[src/rtl/pump_sequencer_if.sv]
// Signal bundle between the pump sequencer and its ADC front end, the threshold controller and the supervisor.
// ADC handshake: adc_req is raised by the sequencer and held until a cycle with adc_ack high
// (adc_data is captured in that cycle) or until the ack timeout; adc_ack while adc_req is low is ignored.
interface pump_sequencer_if;
  logic       adc_req;
  logic       adc_ack;
  logic [7:0] adc_data;
  logic [7:0] tsgh;
  logic       sample_vld;
  logic       pump_req;
  logic       fault_clr;
  logic       pump_en;
  logic       fault;
  logic [1:0] fault_code;
  logic       samp_state;
  logic [1:0] pump_state;

  modport master (
    output adc_req, tsgh, sample_vld, pump_en, fault, fault_code, samp_state, pump_state,
    input  adc_ack, adc_data, pump_req, fault_clr
  );

  modport slave (
    input  adc_req, tsgh, sample_vld, pump_en, fault, fault_code, samp_state, pump_state,
    output adc_ack, adc_data, pump_req, fault_clr
  );
endinterface

[src/rtl/pump_sequencer.sv]
// Periodic ADC sampler plus pump on/off/fault sequencer with dwell times, run limit and ADC timeout.
module pump_sequencer #(
  parameter int SAMPLE_DIV = 1000,
  parameter int ADC_TO     = 255,
  parameter int MIN_ON     = 16,
  parameter int MIN_OFF    = 16,
  parameter int MAX_RUN    = 240
) (
  input  logic              clk,
  input  logic              rst,
  pump_sequencer_if.master  bus
);

  localparam int DIV_W = $clog2(SAMPLE_DIV);
  localparam logic [DIV_W-1:0] DIV_LAST = DIV_W'(SAMPLE_DIV - 1);
  localparam logic [7:0] TO_LAST   = 8'(ADC_TO - 1);
  localparam logic [7:0] MIN_ON_C  = 8'(MIN_ON);
  localparam logic [7:0] MIN_OFF_C = 8'(MIN_OFF);
  localparam logic [7:0] MAX_RUN_C = 8'(MAX_RUN);

  typedef enum logic {S_WAIT = 1'b0, S_REQ = 1'b1} samp_t;
  typedef enum logic [1:0] {P_OFF = 2'd0, P_ON = 2'd1, P_FAULT = 2'd2} pump_t;

  samp_t            samp_q, samp_d;
  logic [DIV_W-1:0] div_q, div_d;
  logic [7:0]       to_q, to_d;
  logic             req_q, req_d;
  logic [7:0]       tsgh_q, tsgh_d;
  logic             vld_q, vld_d;
  logic             timeout;

  pump_t            pump_q, pump_d;
  logic [7:0]       dwell_q, dwell_d, dwell_inc;
  logic [1:0]       code_q, code_d;
  logic             pen_q, fault_q;

  always_ff @(posedge clk) begin
    if (rst) begin
      samp_q  <= S_WAIT;
      div_q   <= '0;
      to_q    <= '0;
      req_q   <= 1'b0;
      tsgh_q  <= '0;
      vld_q   <= 1'b0;
      pump_q  <= P_OFF;
      dwell_q <= '0;
      code_q  <= 2'd0;
      pen_q   <= 1'b0;
      fault_q <= 1'b0;
    end else begin
      samp_q  <= samp_d;
      div_q   <= div_d;
      to_q    <= to_d;
      req_q   <= req_d;
      tsgh_q  <= tsgh_d;
      vld_q   <= vld_d;
      pump_q  <= pump_d;
      dwell_q <= dwell_d;
      code_q  <= code_d;
      pen_q   <= (pump_d == P_ON);
      fault_q <= (pump_d == P_FAULT);
    end
  end

  // Sampler: divider runs only in WAIT; an ack on the final timeout clock still counts as a sample.
  always_comb begin
    samp_d  = samp_q;
    div_d   = div_q;
    to_d    = to_q;
    req_d   = req_q;
    tsgh_d  = tsgh_q;
    vld_d   = 1'b0;
    timeout = 1'b0;
    case (samp_q)
      S_WAIT: begin
        if (div_q == DIV_LAST) begin
          samp_d = S_REQ;
          req_d  = 1'b1;
          to_d   = '0;
        end else begin
          div_d = div_q + 1'b1;
        end
      end
      S_REQ: begin
        if (bus.adc_ack) begin
          tsgh_d = bus.adc_data;
          vld_d  = 1'b1;
          req_d  = 1'b0;
          div_d  = '0;
          samp_d = S_WAIT;
        end else if (to_q == TO_LAST) begin
          timeout = 1'b1;
          req_d   = 1'b0;
          div_d   = '0;
          samp_d  = S_WAIT;
        end else begin
          to_d = to_q + 8'd1;
        end
      end
      default: samp_d = S_WAIT;
    endcase
  end

  assign dwell_inc = (dwell_q == 8'hFF) ? dwell_q : dwell_q + 8'd1;

  // Pump: decisions only on sample_vld cycles, except timeout (any cycle) and fault_clr (level).
  always_comb begin
    pump_d  = pump_q;
    dwell_d = dwell_q;
    code_d  = code_q;
    if (timeout) begin
      pump_d  = P_FAULT;
      code_d  = 2'd2;
      dwell_d = '0;
    end else begin
      case (pump_q)
        P_OFF: begin
          if (vld_q) begin
            if (bus.pump_req && dwell_q >= MIN_OFF_C) begin
              pump_d  = P_ON;
              dwell_d = '0;
            end else begin
              dwell_d = dwell_inc;
            end
          end
        end
        P_ON: begin
          if (vld_q) begin
            if (dwell_q >= MAX_RUN_C) begin
              pump_d  = P_FAULT;
              code_d  = 2'd1;
              dwell_d = '0;
            end else if (!bus.pump_req && dwell_q >= MIN_ON_C) begin
              pump_d  = P_OFF;
              dwell_d = '0;
            end else begin
              dwell_d = dwell_inc;
            end
          end
        end
        P_FAULT: begin
          if (bus.fault_clr) begin
            pump_d  = P_OFF;
            code_d  = 2'd0;
            dwell_d = '0;
          end else if (vld_q) begin
            dwell_d = dwell_inc;
          end
        end
        default: begin
          pump_d  = P_OFF;
          dwell_d = '0;
        end
      endcase
    end
  end

  assign bus.adc_req    = req_q;
  assign bus.tsgh       = tsgh_q;
  assign bus.sample_vld = vld_q;
  assign bus.pump_en    = pen_q;
  assign bus.fault      = fault_q;
  assign bus.fault_code = code_q;
  assign bus.samp_state = samp_q;
  assign bus.pump_state = pump_q;

endmodule

[src/flat_wrapper.sv]
// flat-port wrapper written by rule: the top's interface ports become plain ports
module pump_sequencer_flat 
#(
  parameter int SAMPLE_DIV = 1000,
  parameter int ADC_TO     = 255,
  parameter int MIN_ON     = 16,
  parameter int MIN_OFF    = 16,
  parameter int MAX_RUN    = 240
)
  (clk, rst, bus_adc_req, bus_tsgh, bus_sample_vld, bus_pump_en, bus_fault, bus_fault_code, bus_samp_state, bus_pump_state, bus_adc_ack, bus_adc_data, bus_pump_req, bus_fault_clr);
  pump_sequencer_if bus_i ();
  input  logic clk;
  input  logic rst;
  output wire logic [$bits(bus_i.adc_req)-1:0] bus_adc_req;
  output wire logic [$bits(bus_i.tsgh)-1:0] bus_tsgh;
  output wire logic [$bits(bus_i.sample_vld)-1:0] bus_sample_vld;
  output wire logic [$bits(bus_i.pump_en)-1:0] bus_pump_en;
  output wire logic [$bits(bus_i.fault)-1:0] bus_fault;
  output wire logic [$bits(bus_i.fault_code)-1:0] bus_fault_code;
  output wire logic [$bits(bus_i.samp_state)-1:0] bus_samp_state;
  output wire logic [$bits(bus_i.pump_state)-1:0] bus_pump_state;
  input wire logic [$bits(bus_i.adc_ack)-1:0] bus_adc_ack;
  input wire logic [$bits(bus_i.adc_data)-1:0] bus_adc_data;
  input wire logic [$bits(bus_i.pump_req)-1:0] bus_pump_req;
  input wire logic [$bits(bus_i.fault_clr)-1:0] bus_fault_clr;
  assign bus_adc_req = bus_i.adc_req;
  assign bus_tsgh = bus_i.tsgh;
  assign bus_sample_vld = bus_i.sample_vld;
  assign bus_pump_en = bus_i.pump_en;
  assign bus_fault = bus_i.fault;
  assign bus_fault_code = bus_i.fault_code;
  assign bus_samp_state = bus_i.samp_state;
  assign bus_pump_state = bus_i.pump_state;
  assign bus_i.adc_ack = bus_adc_ack;
  assign bus_i.adc_data = bus_adc_data;
  assign bus_i.pump_req = bus_pump_req;
  assign bus_i.fault_clr = bus_fault_clr;
  pump_sequencer #(.SAMPLE_DIV(SAMPLE_DIV), .ADC_TO(ADC_TO), .MIN_ON(MIN_ON), .MIN_OFF(MIN_OFF), .MAX_RUN(MAX_RUN)) u_core (.clk(clk), .rst(rst), .bus(bus_i));
endmodule
[config.mk]
export PLATFORM = sky130hd
export DESIGN_NAME = pump_sequencer_flat
export DESIGN_NICKNAME = d
export VERILOG_FILES = /design/src/rtl/pump_sequencer_if.sv /design/src/rtl/pump_sequencer.sv /design/src/flat_wrapper.sv
export SDC_FILE = /design/constraint.sdc
export NUM_CORES = 1
export LEC_CHECK = 0
export ABC_CLOCK_PERIOD_IN_PS = 4340
export CORE_MARGIN = 2
export CORE_UTILIZATION = 50
export DETAILED_ROUTE_END_ITERATION = 10
export PLACE_DENSITY = 0.74
export SYNTH_ARGS = -nofsm -noshare
export SYNTH_HDL_FRONTEND = slang
export SYNTH_SLANG_ARGS = --single-unit
[constraint.sdc]
create_clock -name clk -period 4.34 [get_ports clk]
set_input_delay 1.302 -clock clk [delete_from_list [all_inputs] [get_ports clk]]
set_output_delay 1.302 -clock clk [all_outputs]
set_load 0.01 [all_outputs]
# --- Word level (Yosys, flattened, before mapping) ---
# Index checks and enable logic that the tools add are counted.
word_totals:
  reg_bits: 43
  inputBits: 13
  out_inout_bits: 17
classes:
  add_sub_neg: 3
  order_cmp: 2
  n_eq_ne: 20
  muxes: 42
  bitwise: 1
  reduce_logical: 15
op_table:
  columns: ["op", "n"]
  rows:
  - ["8-bit two-way mux", 11]
  - ["10-bit two-way mux", 3]
  - ["8-bit case mux with 3 select lines", 1]
  - ["2-bit two-way mux", 11]
  - ["10-bit case mux with 2 select lines", 1]
  - ["8-bit by 1-bit adder with 8-bit output (second input constant)", 2]
  - ["8-bit == test (second input constant)", 2]
  - ["8-bit case mux with 2 select lines", 1]
  - ["10-bit by 1-bit adder with 10-bit output (second input constant)", 1]
  - ["10-bit == test (second input constant)", 1]
  - ["1-bit two-way mux", 10]
  - ["8-bit by 5-bit >= comparator with 1-bit output (second input constant)", 1]
  - ["8-bit >= comparator (second input constant)", 1]
  - ["2-bit by 1-bit != test with 1-bit output (second input constant)", 4]
  - ["2-bit != test (second input constant)", 4]
  - ["4-bit AND reduction", 2]
  - ["3-bit by 1-bit != test with 1-bit output (second input constant)", 2]
  - ["3-bit by 2-bit != test with 1-bit output (second input constant)", 2]
  - ["2-bit case mux with 3 select lines", 1]
  - ["2-bit AND reduction", 3]
  - ["3-bit AND reduction", 2]
  - ["2-bit by 1-bit == test with 1-bit output (second input constant)", 2]
  - ["2-bit == test (second input constant)", 2]
  - ["1-bit case mux with 2 select lines", 2]
  - ["9 further kinds", 11]

# --- Depth between registers and ports, before layout ---
# Gate-level depths: netlist (run 1).
depth:
  ltp_word: 8
  ltp_mapped: 8
  depth_no_buf: 7

# --- Worst setup path before layout (run 1) ---
# No wires, ideal clock.
synth_timing:
  kind: "input to register"
  startpoint: "in bus_fault_clr"
  endpoint: "reg u_core.pen_q (netlist: u_core.bus.pump_en)"
  setup_ns: 0.073
  arrival_ns: 2.203
  required_time_ns: 4.267
  setup_slack_ns: 2.065
  cell_stages: 4
  cell_sequence: "nor2b_1 -> nor3_1 -> a2111oi_2 -> nor3b_2"
synth_between:
  elab_chain_len: 4
synth_lines:
  columns: ["element", "line", "source"]
  rows:
  - ["start: declaration", "flat_wrapper.sv:25", "input wire logic [$bits(bus_i.fault_clr)-1:0] bus_fault_clr;"]
  - ["2-bit two-way mux", "pump_sequencer.sv:142", "if (bus.fault_clr) begin"]
  - ["2-bit case mux with 3 select lines", "pump_sequencer.sv:116", "case (pump_q)"]
  - ["2-bit two-way mux", "pump_sequencer.sv:111", "if (timeout) begin"]
  - ["2-bit by 1-bit == test with 1-bit output", "pump_sequencer.sv:60", "pen_q <= (pump_d == P_ON);"]
  - ["end signal: assignment", "pump_sequencer.sv:60", null]
  - ["end: declaration", "pump_sequencer.sv:35", "logic pen_q, fault_q;"]
# No other way between the ends.
# A chain may end at the register's enable or synchronous reset.

# --- Worst setup path after layout (run 1) ---
layout_timing:
  startpoint: "reg u_core.samp_q (netlist: u_core.bus.samp_state)"
  endpoint: "out bus_samp_state"
layout_rtl:
  columns: ["element", "line", "source"]
  rows:
  - ["start: declaration", "pump_sequencer.sv:24", "samp_t samp_q, samp_d;"]
  - ["start signal: assignment", "pump_sequencer.sv:51", "samp_q <= samp_d;"]
  - ["end: declaration", "flat_wrapper.sv:20", "output wire logic [$bits(bus_i.samp_state)-1:0] bus_samp_state;"]
# No word-level cell between the ends.

==> flow_summary.json, run 1 <==
{
  "holdCritPathClass": "reg2reg",
  "setup_tns_ps": 0,
  "crit_family": "buffers and inverters",
  "drv_slew": 0,
  "drt-wirelength-per-cell_um": 13.21,
  "crit_path_end_kind": "output pin",
  "syn_inst": 256,
  "slowest_delay_ps": 630,
  "cp_max_fo": 14,
  "die_area_mm2": 0.004904,
  "place_congestion": 0.8943,
  "cell_internal_pwr_uw": 524.0,
  "gr-total-overflow": 0,
  "ys_seq_area_share_pct": 39.49,
  "clock_sinks": 43,
  "combPwrFrac_pct": 4.2,
  "dr.pass1.iters": 4,
  "start_util_pct": 51.12,
  "antenna_cells": 0,
  "p_per_area_mw_per_mm2": 259.9,
  "min_period_ps": 2844,
  "tightest_slew_ps": 730.3,
  "cap_violations": 0,
  "grt_pass1_vias": 1761,
  "synth_ff_type": "dfxtp_1",
  "fp.dieH_um": 70.03,
  "h-tree-depth": 2,
  "pwr-share-clk_pct": 36.0,
  "leakagePower_nw": 0.8896,
  "dieWidth_um": 70.03,
  "cts_tree": "built",
  "fmax_mhz": 351.7,
  "hold_buffers": 0,
  "cts_resized": 0,
  "crit_chain": "clkdlybuf4s50_1",
  "drive_above_1_share_pct": 7.394,
  "worst_setup_path_start_kind": "register",
  "grt_pass1_wl_mm": 7.783,
  "arrival_ps": 1540,
  "num_vias": 1863,
  "viasPerCell": 5.545,
  "cts-buffers-inserted": 5,
  "clock_path_buffers": 2,
  "ant_nets": 0,
  "ios": 30,
  "io_buffers": 29,
  "p_sw_share_pct": 21.46,
  "clock_skew_ps": 3.916,
  "finalNetCount": 305,
  "post-cts-setup-buffers": 0,
  "area_growth_pct": 17.80,
  "avgSynthCellArea_um2": 8.514,
  "synth_area_mm2": 0.002180,
  "p_sw_uw": 143.2,
  "antenna_found_initial": 0,
  "timing.final.crit_share_pct": 65.52,
  "grtUsageTotal_pct": 19.44,
  "drt_iter0_markers": 183,
  "cp_data_required_time_ps": 3040,
  "cts.clk_slew.worst_paths_ps": 70,
  "timing.hold.ws_ps": 457.0,
  "num_rows": 24,
  "async_reset_ff_share_pct": 0,
  "relSlewSlack_pct": 51.31,
  "final-setup-viol-count": 0,
  "synth_cell_types": 47,
  "power_frac_seq_pct": 59.9,
  "syn_nets": 278,
  "path_buf_inv": 1,
  "status": "completed",
  "rsz0062_at_grt": "no",
  "dp_hpwl_mm": 3.130,
  "synth_edf_count": 0,
  "hold_violations": 0,
  "core_mm2": 0.004264,
  "cts_root_buf": "clkbuf_8",
  "wl_mm": 4.437,
  "clk_latency_ps": 290,
  "ys_seq_elements": 43,
  "crit_type": "reg2out",
  "yosysWarnings": 0,
  "crit_slowest_cell": "clkdlybuf4s50_1",
  "drc_errors": 0,
  "ir_worst_vdd_mv": 0.2163,
  "grt_max_degree": 23
}
-- power groups by stage --
stage	Clock [mW]	Sequential, mW	Combinational, mW
finish	0.240	0.399	0.0278
floorplan	0	0.408	0.0133
global route	0.262	0.400	0.0304
CTS	0.248	0.399	0.0281
global placement	0	0.408	0.0278
detailed placement	0	0.409	0.0278
-- cell usage in the layout, fill, tap and decap left out, types with 3 or more instances in the layout --
cell	count
xor2_1	7
nand3_1	22
nand2b_1	5
clkdlybuf4s50_1	29
and3_1	3
inv_1	6
nand2_1	21
nor3_1	6
o21ai_1	3
nor2_1	37
dfxtp_1	43
ha_1	9
a211oi_2	3
nand4_1	6
a21oi_1	25
nor2b_1	6
clkbuf_8	5
xnor2_1	7
and4_1	4
-- metrics by stage --
step	total power [mW]	std cells	instance area (um^2)	utilization, %	setup WS (ps)
final	0.6673	336	2567	60.21	1496
after global routing	0.6923	336	2567	60.21	1346
after CTS	0.6753	336	2567	60.21	1476
after detailed placement	0.4365	328	2486	58.30	1173
after global placement	0.4363	328	2486	58.30	1241
after floorplan	0.4214	256	2180	-	2065
-- sequential cells by signal, indices dropped and copies added, names as in the netlist --
signal and cells:
u_core.bus.pump_state 2, u_core.bus.pump_en 1, u_core.div_q 10, u_core.dwell_q 8
u_core.bus.adc_req 1, u_core.bus.samp_state 1, u_core.bus.fault_code 2, u_core.to_q 8
u_core.bus.tsgh 8, u_core.bus.sample_vld 1, u_core.bus.fault 1
-- metal layers --
layer  vias to the layer above  GRT usage (%)  wire (um)
met5                         -              0          0
met4                         0          6.410         65
met3                         6          4.762        186
met2                        34          32.38       2028
met1                       865          24.68       2157
li1                        958              -          -
-- final timing paths --
path / startpoint / to / slack [ps] / cells after the start
setup / recovery: u_core.bus.samp_state / bus_samp_state / 1500 / 1
hold / removal: u_core.bus.adc_req / u_core.bus.adc_req / 460 / 2
setup reg to reg: u_core.div_q[0] / u_core.to_q[1] / 2330 / 6
hold reg to reg: u_core.bus.adc_req / u_core.bus.adc_req / 460 / 2
-- Yosys cell counts, types with 3 or more instances --
library cell,count,area share (%)
inv_1,6,1.0
a211oi_2,3,1.7
buf_2,3,0.69
nand3_1,22,5.1
clkbuf_1,5,0.86
nor3_1,6,1.4
nand2_1,21,3.6
dfxtp_1,43,39
and4_1,4,1.6
a21oi_1,25,5.7
nor2b_1,6,1.7
nand2b_1,5,1.4
o21ai_1,3,0.69
ha_1,9,5.2
xnor2_1,7,2.8
nand4_1,6,1.7
and3_1,3,0.86
nor2_1,37,6.4
xor2_1,7,2.8
-- worst register-to-register path: cells and delay by family (launching register included) --
family          cells  cell delay [ps]
fa+ha+maj           1              260
flops               1              390
compound gates      1              160
simple gates        4             1110
-- area by class of cell --
| class | instances | area (um^2) |
|---|---|---|
| fillers | 396 | 1697 |
| multi-input cells | 197 | 1240 |
| flip-flops and latches | 43 | 860.8 |
| repair buffers | 30 | 297.8 |
| clock buffers | 7 | 76.32 |
| well taps | 52 | 65.06 |
| inverters | 6 | 22.52 |
| clock inverters | 1 | 5.005 |
-- kinds of logic (layout without fill, tap and decap cells) --
group | Yosys count | after routing | share of synthesized area (%)
AND/OR/NAND/NOR | 119 | 119 | 27.67
multiplexers | 1 | 1 | 0.4593
AO/OA/AOI/OAI | 54 | 54 | 17.97
buffers and inverters | 16 | 44 | 3.616
adder cells (fa/ha/maj) | 9 | 9 | 5.167
flip-flops | 43 | 43 | 39.50
XOR/XNOR | 14 | 14 | 5.626
Power figures use the tool's default switching activity.
==> run 2, diff against run 1 <==
Settings changed: ABC_CLOCK_PERIOD_IN_PS 4340 to 2600, CORE_UTILIZATION 50 to 49, PLACE_DENSITY 0.74 to 0.75.
Clock period 4.34 ns to 2.6 ns, I/O delays scaled along.
==> run 2 against run 1 <==
  * Clock power grew 110%
  * Worst setup slack lost 1100 ps
  * Worst hold slack improved by 3.5 ps
  * Largest cell class unchanged
  * Highest routed layer unchanged
==> flow_summary.json, run 2 (synthesis results as in run 1) <==
{
  "ir_worst_vdd_mv": 0.3656,
  "drt_iter0_markers": 102,
  "cp_data_required_time_ps": 2830,
  "crit_type": "in2reg",
  "preCtsSetupSlack_ps": 100.2,
  "arrival_ps": 2420,
  "cap_violations": 0,
  "clock_path_buffers": 2,
  "p_per_area_mw_per_mm2": 464.0,
  "die_area_mm2": 0.004998,
  "relSlewSlack_pct": 54.59,
  "dr.pass1.iters": 4,
  "num_vias": 1885,
  "status": "completed",
  "cts-buffers-inserted": 5,
  "drive_above_1_share_pct": 8.392,
  "worst_setup_path_start_kind": "input port",
  "crit_slowest_cell": "clkdlybuf4s50_1",
  "timing.final.crit_share_pct": 84.08,
  "rsz0062_at_grt": "no",
  "cts_resized": 0,
  "min_period_ps": 2186,
  "final-setup-viol-count": 0,
  "cts.clk_slew.worst_paths_ps": 80,
  "antenna_cells": 0,
  "clk_latency_ps": 300,
  "mostFrequentLayoutCells": "dfxtp_1, nor2_1, clkdlybuf4s50_1",
  "crit_chain": "clkdlybuf4s50_1 -> nand2b_1 -> o2111ai_1 -> a2111oi_2 -> nor3b_2",
  "place_congestion": 0.8684,
  "clock_sinks": 43,
  "drc_errors": 0,
  "crit_path_end_kind": "register",
  "dp_hpwl_mm": 3.200,
  "core_mm2": 0.004324,
  "setup_ws_ps": 414.0,
  "gr-total-overflow": 0,
  "fmax_mhz": 457.5,
  "antenna_found_initial": 0,
  "area_growth_pct": 19.80,
  "final_common_cell": "dfxtp_1",
  "multi_input_area_mm2": 0.001240,
  "h-tree-depth": 2,
  "grtUsageTotal_pct": 18.54,
  "start_util_pct": 50.41,
  "ios": 30,
  "holdCritPathClass": "reg2reg",
  "slowest_delay_ps": 580,
  "cp_max_fo": 6,
  "cts_tree": "built",
  "dieWidth_um": 70.70,
  "num_rows": 24,
  "io_buffers": 29,
  "cts_root_buf": "clkbuf_8",
  "finalNetCount": 308,
  "post-route-util_pct": 60.39,
  "drv_slew": 0,
  "fp.dieH_um": 70.70,
  "regArea_um2": 860.8,
  "hold_violations": 0,
  "setup_tns_ps": 0,
  "ant_nets": 0,
  "tightest_slew_ps": 681.0,
  "grt_pass1_vias": 1771,
  "wl_mm": 4.501,
  "grt_max_degree": 20,
  "grt_pass1_wl_mm": 7.645,
  "drt-wirelength-per-cell_um": 13.32,
  "largest_register_ffs": 10,
  "clock_skew_ps": 12.36,
  "leakagePower_nw": 0.9137,
  "viasPerCell": 5.577,
  "hold_buffers": 0,
  "fillers": 405,
  "post-cts-setup-buffers": 0,
  "regMostFlops": "u_core.div_q"
}
-- run 2: cell type report --
cell class	instances	area share, %
multi-input cells	197	47.48
flip-flops and latches	43	32.97
repair buffers	33	12.27
clock buffers	6	2.779
well taps	52	2.492
clock inverters	1	1.150
inverters	6	0.8625
-- run 2: routing by layer --
metal	track usage [%]	up-vias	part of all wire (%)
met1	25.00	859	49
met4	8.176	0	1.8
met2	28.14	58	44
li1	-	960	-
met5	0	-	0
met3	4.701	8	5.4
-- run 2: worst max-delay path: cells and delay by family --
family,cells,cell delay [ps]
and+or+nand+nor,2,370
buffers and inverters,1,580
AOI/OAI and AO/OA,2,690
-- run 2: where the power goes --
group	switching, mW	internal [mW]
Combinational	0.0230	0.0263
Clock	0.214	0.281
Sequential	0.00485	0.662
-- run 2: stage by stage --
step	instance area, um^2	total power, mW	std cells	hold WS, ps
2_1_floorplan	2180	0.7034	256	471.2
3_3_place_gp	2509	0.7307	331	441.9
3_5_place_dp	2509	0.7310	331	452.5
4_1_cts	2611	1.222	338	463.7
5_1_grt	2611	1.246	338	478.4
6_report	2611	1.212	338	460.5
-- run 2: path summary, 6_finish.rpt --
path                         to  slack, ps                from  cells after the start
max          u_core.bus.pump_en        410        bus_pump_req                      5
max reg2reg      u_core.to_q[1]        600     u_core.div_q[0]                      6
min reg2reg  u_core.bus.tsgh[0]        460  u_core.bus.tsgh[0]                      2
min          u_core.bus.tsgh[0]        460  u_core.bus.tsgh[0]                      2
==> run 3, diff against run 2 <==
Settings changed: ABC_CLOCK_PERIOD_IN_PS 2600 to 1800.
Clock period 2.6 ns to 1.8 ns, I/O delays scaled along.
==> run 3 against run 2 <==
  * Clock-buffer cell count unchanged
  * Critical path depth down 4
  * Clock skew down 8.9 ps
  * Largest cell class unchanged
==> flow_summary.json, run 3 (synthesis results as in run 1) <==
{
  "status": "completed",
  "preCtsSetupSlack_ps": -395.0,
  "ir_worst_vdd_mv": 0.6611,
  "crit_type": "reg2out",
  "cp_data_required_time_ps": 1260,
  "clk_latency_ps": 290,
  "cts_tree": "built",
  "pwr-share-clk_pct": 45.6,
  "fmax_mhz": 569.0,
  "dr.pass1.iters": 4,
  "crit_slowest_cell": "clkdlybuf4s50_1",
  "relSlewSlack_pct": 68.95,
  "hold_violations": 0,
  "ant_nets": 0,
  "path_buf_inv": 1,
  "wl_mm": 5.004,
  "r2r_start": "u_core.bus.pump_state[0]",
  "tightest_slew_ps": 464.0,
  "antenna_cells": 0,
  "drt-wirelength-per-cell_um": 13.63,
  "drt_iter0_markers": 72,
  "power_frac_seq_pct": 49.7,
  "p_sw_uw": 368.9,
  "clock_skew_ps": 3.418,
  "area_growth_pct": 36.05,
  "mostFrequentLayoutCells": "dfxtp_1, nor2_1, buf_4",
  "die_area_mm2": 0.004998,
  "antenna_found_initial": 0,
  "hold_buffers": 0,
  "start_util_pct": 50.41,
  "place_congestion": 0.8561,
  "h-tree-depth": 2,
  "viasPerCell": 5.507,
  "io_buffers": 29,
  "worst_setup_path_start_kind": "register",
  "crit_family": "buffers and inverters",
  "min_period_ps": 1757,
  "cell_internal_pwr_mw": 1.560,
  "combPwrFrac_pct": 4.7,
  "core_mm2": 0.004324,
  "cts-buffers-inserted": 5,
  "final-setup-viol-count": 0,
  "cts_root_buf": "clkbuf_8",
  "crit_chain": "clkdlybuf4s50_1",
  "dieWidth_um": 70.70,
  "totalPowerFinal_mw": 1.929,
  "crit_start": "u_core.bus.pump_state[1]",
  "grt_max_degree": 18,
  "ios": 30,
  "dp_hpwl_mm": 3.519,
  "rsz0062_at_grt": "yes",
  "grt_pass1_wl_mm": 8.528,
  "finalNetCount": 336,
  "fp.dieH_um": 70.70,
  "grt_pass1_vias": 1959,
  "num_vias": 2021,
  "crit_path_end_kind": "output pin",
  "final_common_cell": "dfxtp_1",
  "setup_tns_ps": 0,
  "regMostFlops": "u_core.div_q",
  "cap_violations": 0,
  "fillers": 368,
  "drive_above_1_share_pct": 20.63,
  "setup_ws_ps": 42.65,
  "slowest_delay_ps": 550,
  "cts.clk_slew.worst_paths_ps": 80,
  "num_rows": 24,
  "largest_register_ffs": 10,
  "drc_errors": 0,
  "cp_max_fo": 5,
  "leakagePower_nw": 1.099,
  "clock_path_buffers": 2,
  "drv_slew": 0,
  "timing.final.crit_share_pct": 97.63,
  "timing.hold.ws_ps": 460.8,
  "p_per_area_mw_per_mm2": 650.5,
  "clock_sinks": 43,
  "min_from": "u_core.bus.tsgh[3]",
  "holdCritPathClass": "reg2reg",
  "gr-total-overflow": 0,
  "arrival_ps": 1220,
  "grtUsageTotal_pct": 21.02,
  "p_sw_share_pct": 19.13
}
==> run 3: routing by layer <==
layer  GRT usage [%]  vias up  routed length, um
met5               0        -                  0
met4           7.128        0                 63
met3           4.843        5                218
met2           36.55       42               2477
met1           25.60      945               2244
li1                -     1029                  -
==> run 3: worst paths after layout <==
check,to,slack [ps],cells after the start
setup reg to reg,u_core.dwell_q[1],70,9
hold reg to reg,u_core.bus.tsgh[3],460,2
setup / recovery,bus_pump_state[1],40,1
hold / removal,u_core.bus.tsgh[3],460,2
==> run 3: cell type report <==
type | count | area (um^2) | share of cell area (%)
tap | 52 | 65.06 | 2.194
inverter | 6 | 22.52 | 0.7595
multi-input combinational | 197 | 1318 | 44.43
clock inverter | 2 | 60.06 | 2.025
sequential | 43 | 870.8 | 29.37
clock buffer | 6 | 72.57 | 2.447
timing repair buffer | 61 | 556.8 | 18.78
==> run 3: power groups by stage <==
stage	registers, mW	logic (mW)	clock network, mW
6_report	0.959	0.0912	0.879
5_1_grt	0.960	0.0994	0.937
4_1_cts	0.962	0.0907	0.891
3_5_place_dp	0.984	0.0909	0
3_3_place_gp	0.984	0.0904	0
2_1_floorplan	0.984	0.0322	0
==> run 3: repair_timing <==
action                     CTS  global route
setup endpoints to repair    9            26
setup buffers                2             3
pin swaps                    1             2
resized for setup            5            17
==> run 3: per-stage QoR <==
step	instance area [um^2]	std cells	utilization, %
global route	2965	367	68.58
finish	2965	367	68.58
global placement	2706	354	62.59
floorplan	2180	256	-
detailed placement	2706	354	62.59
CTS	2863	364	66.20
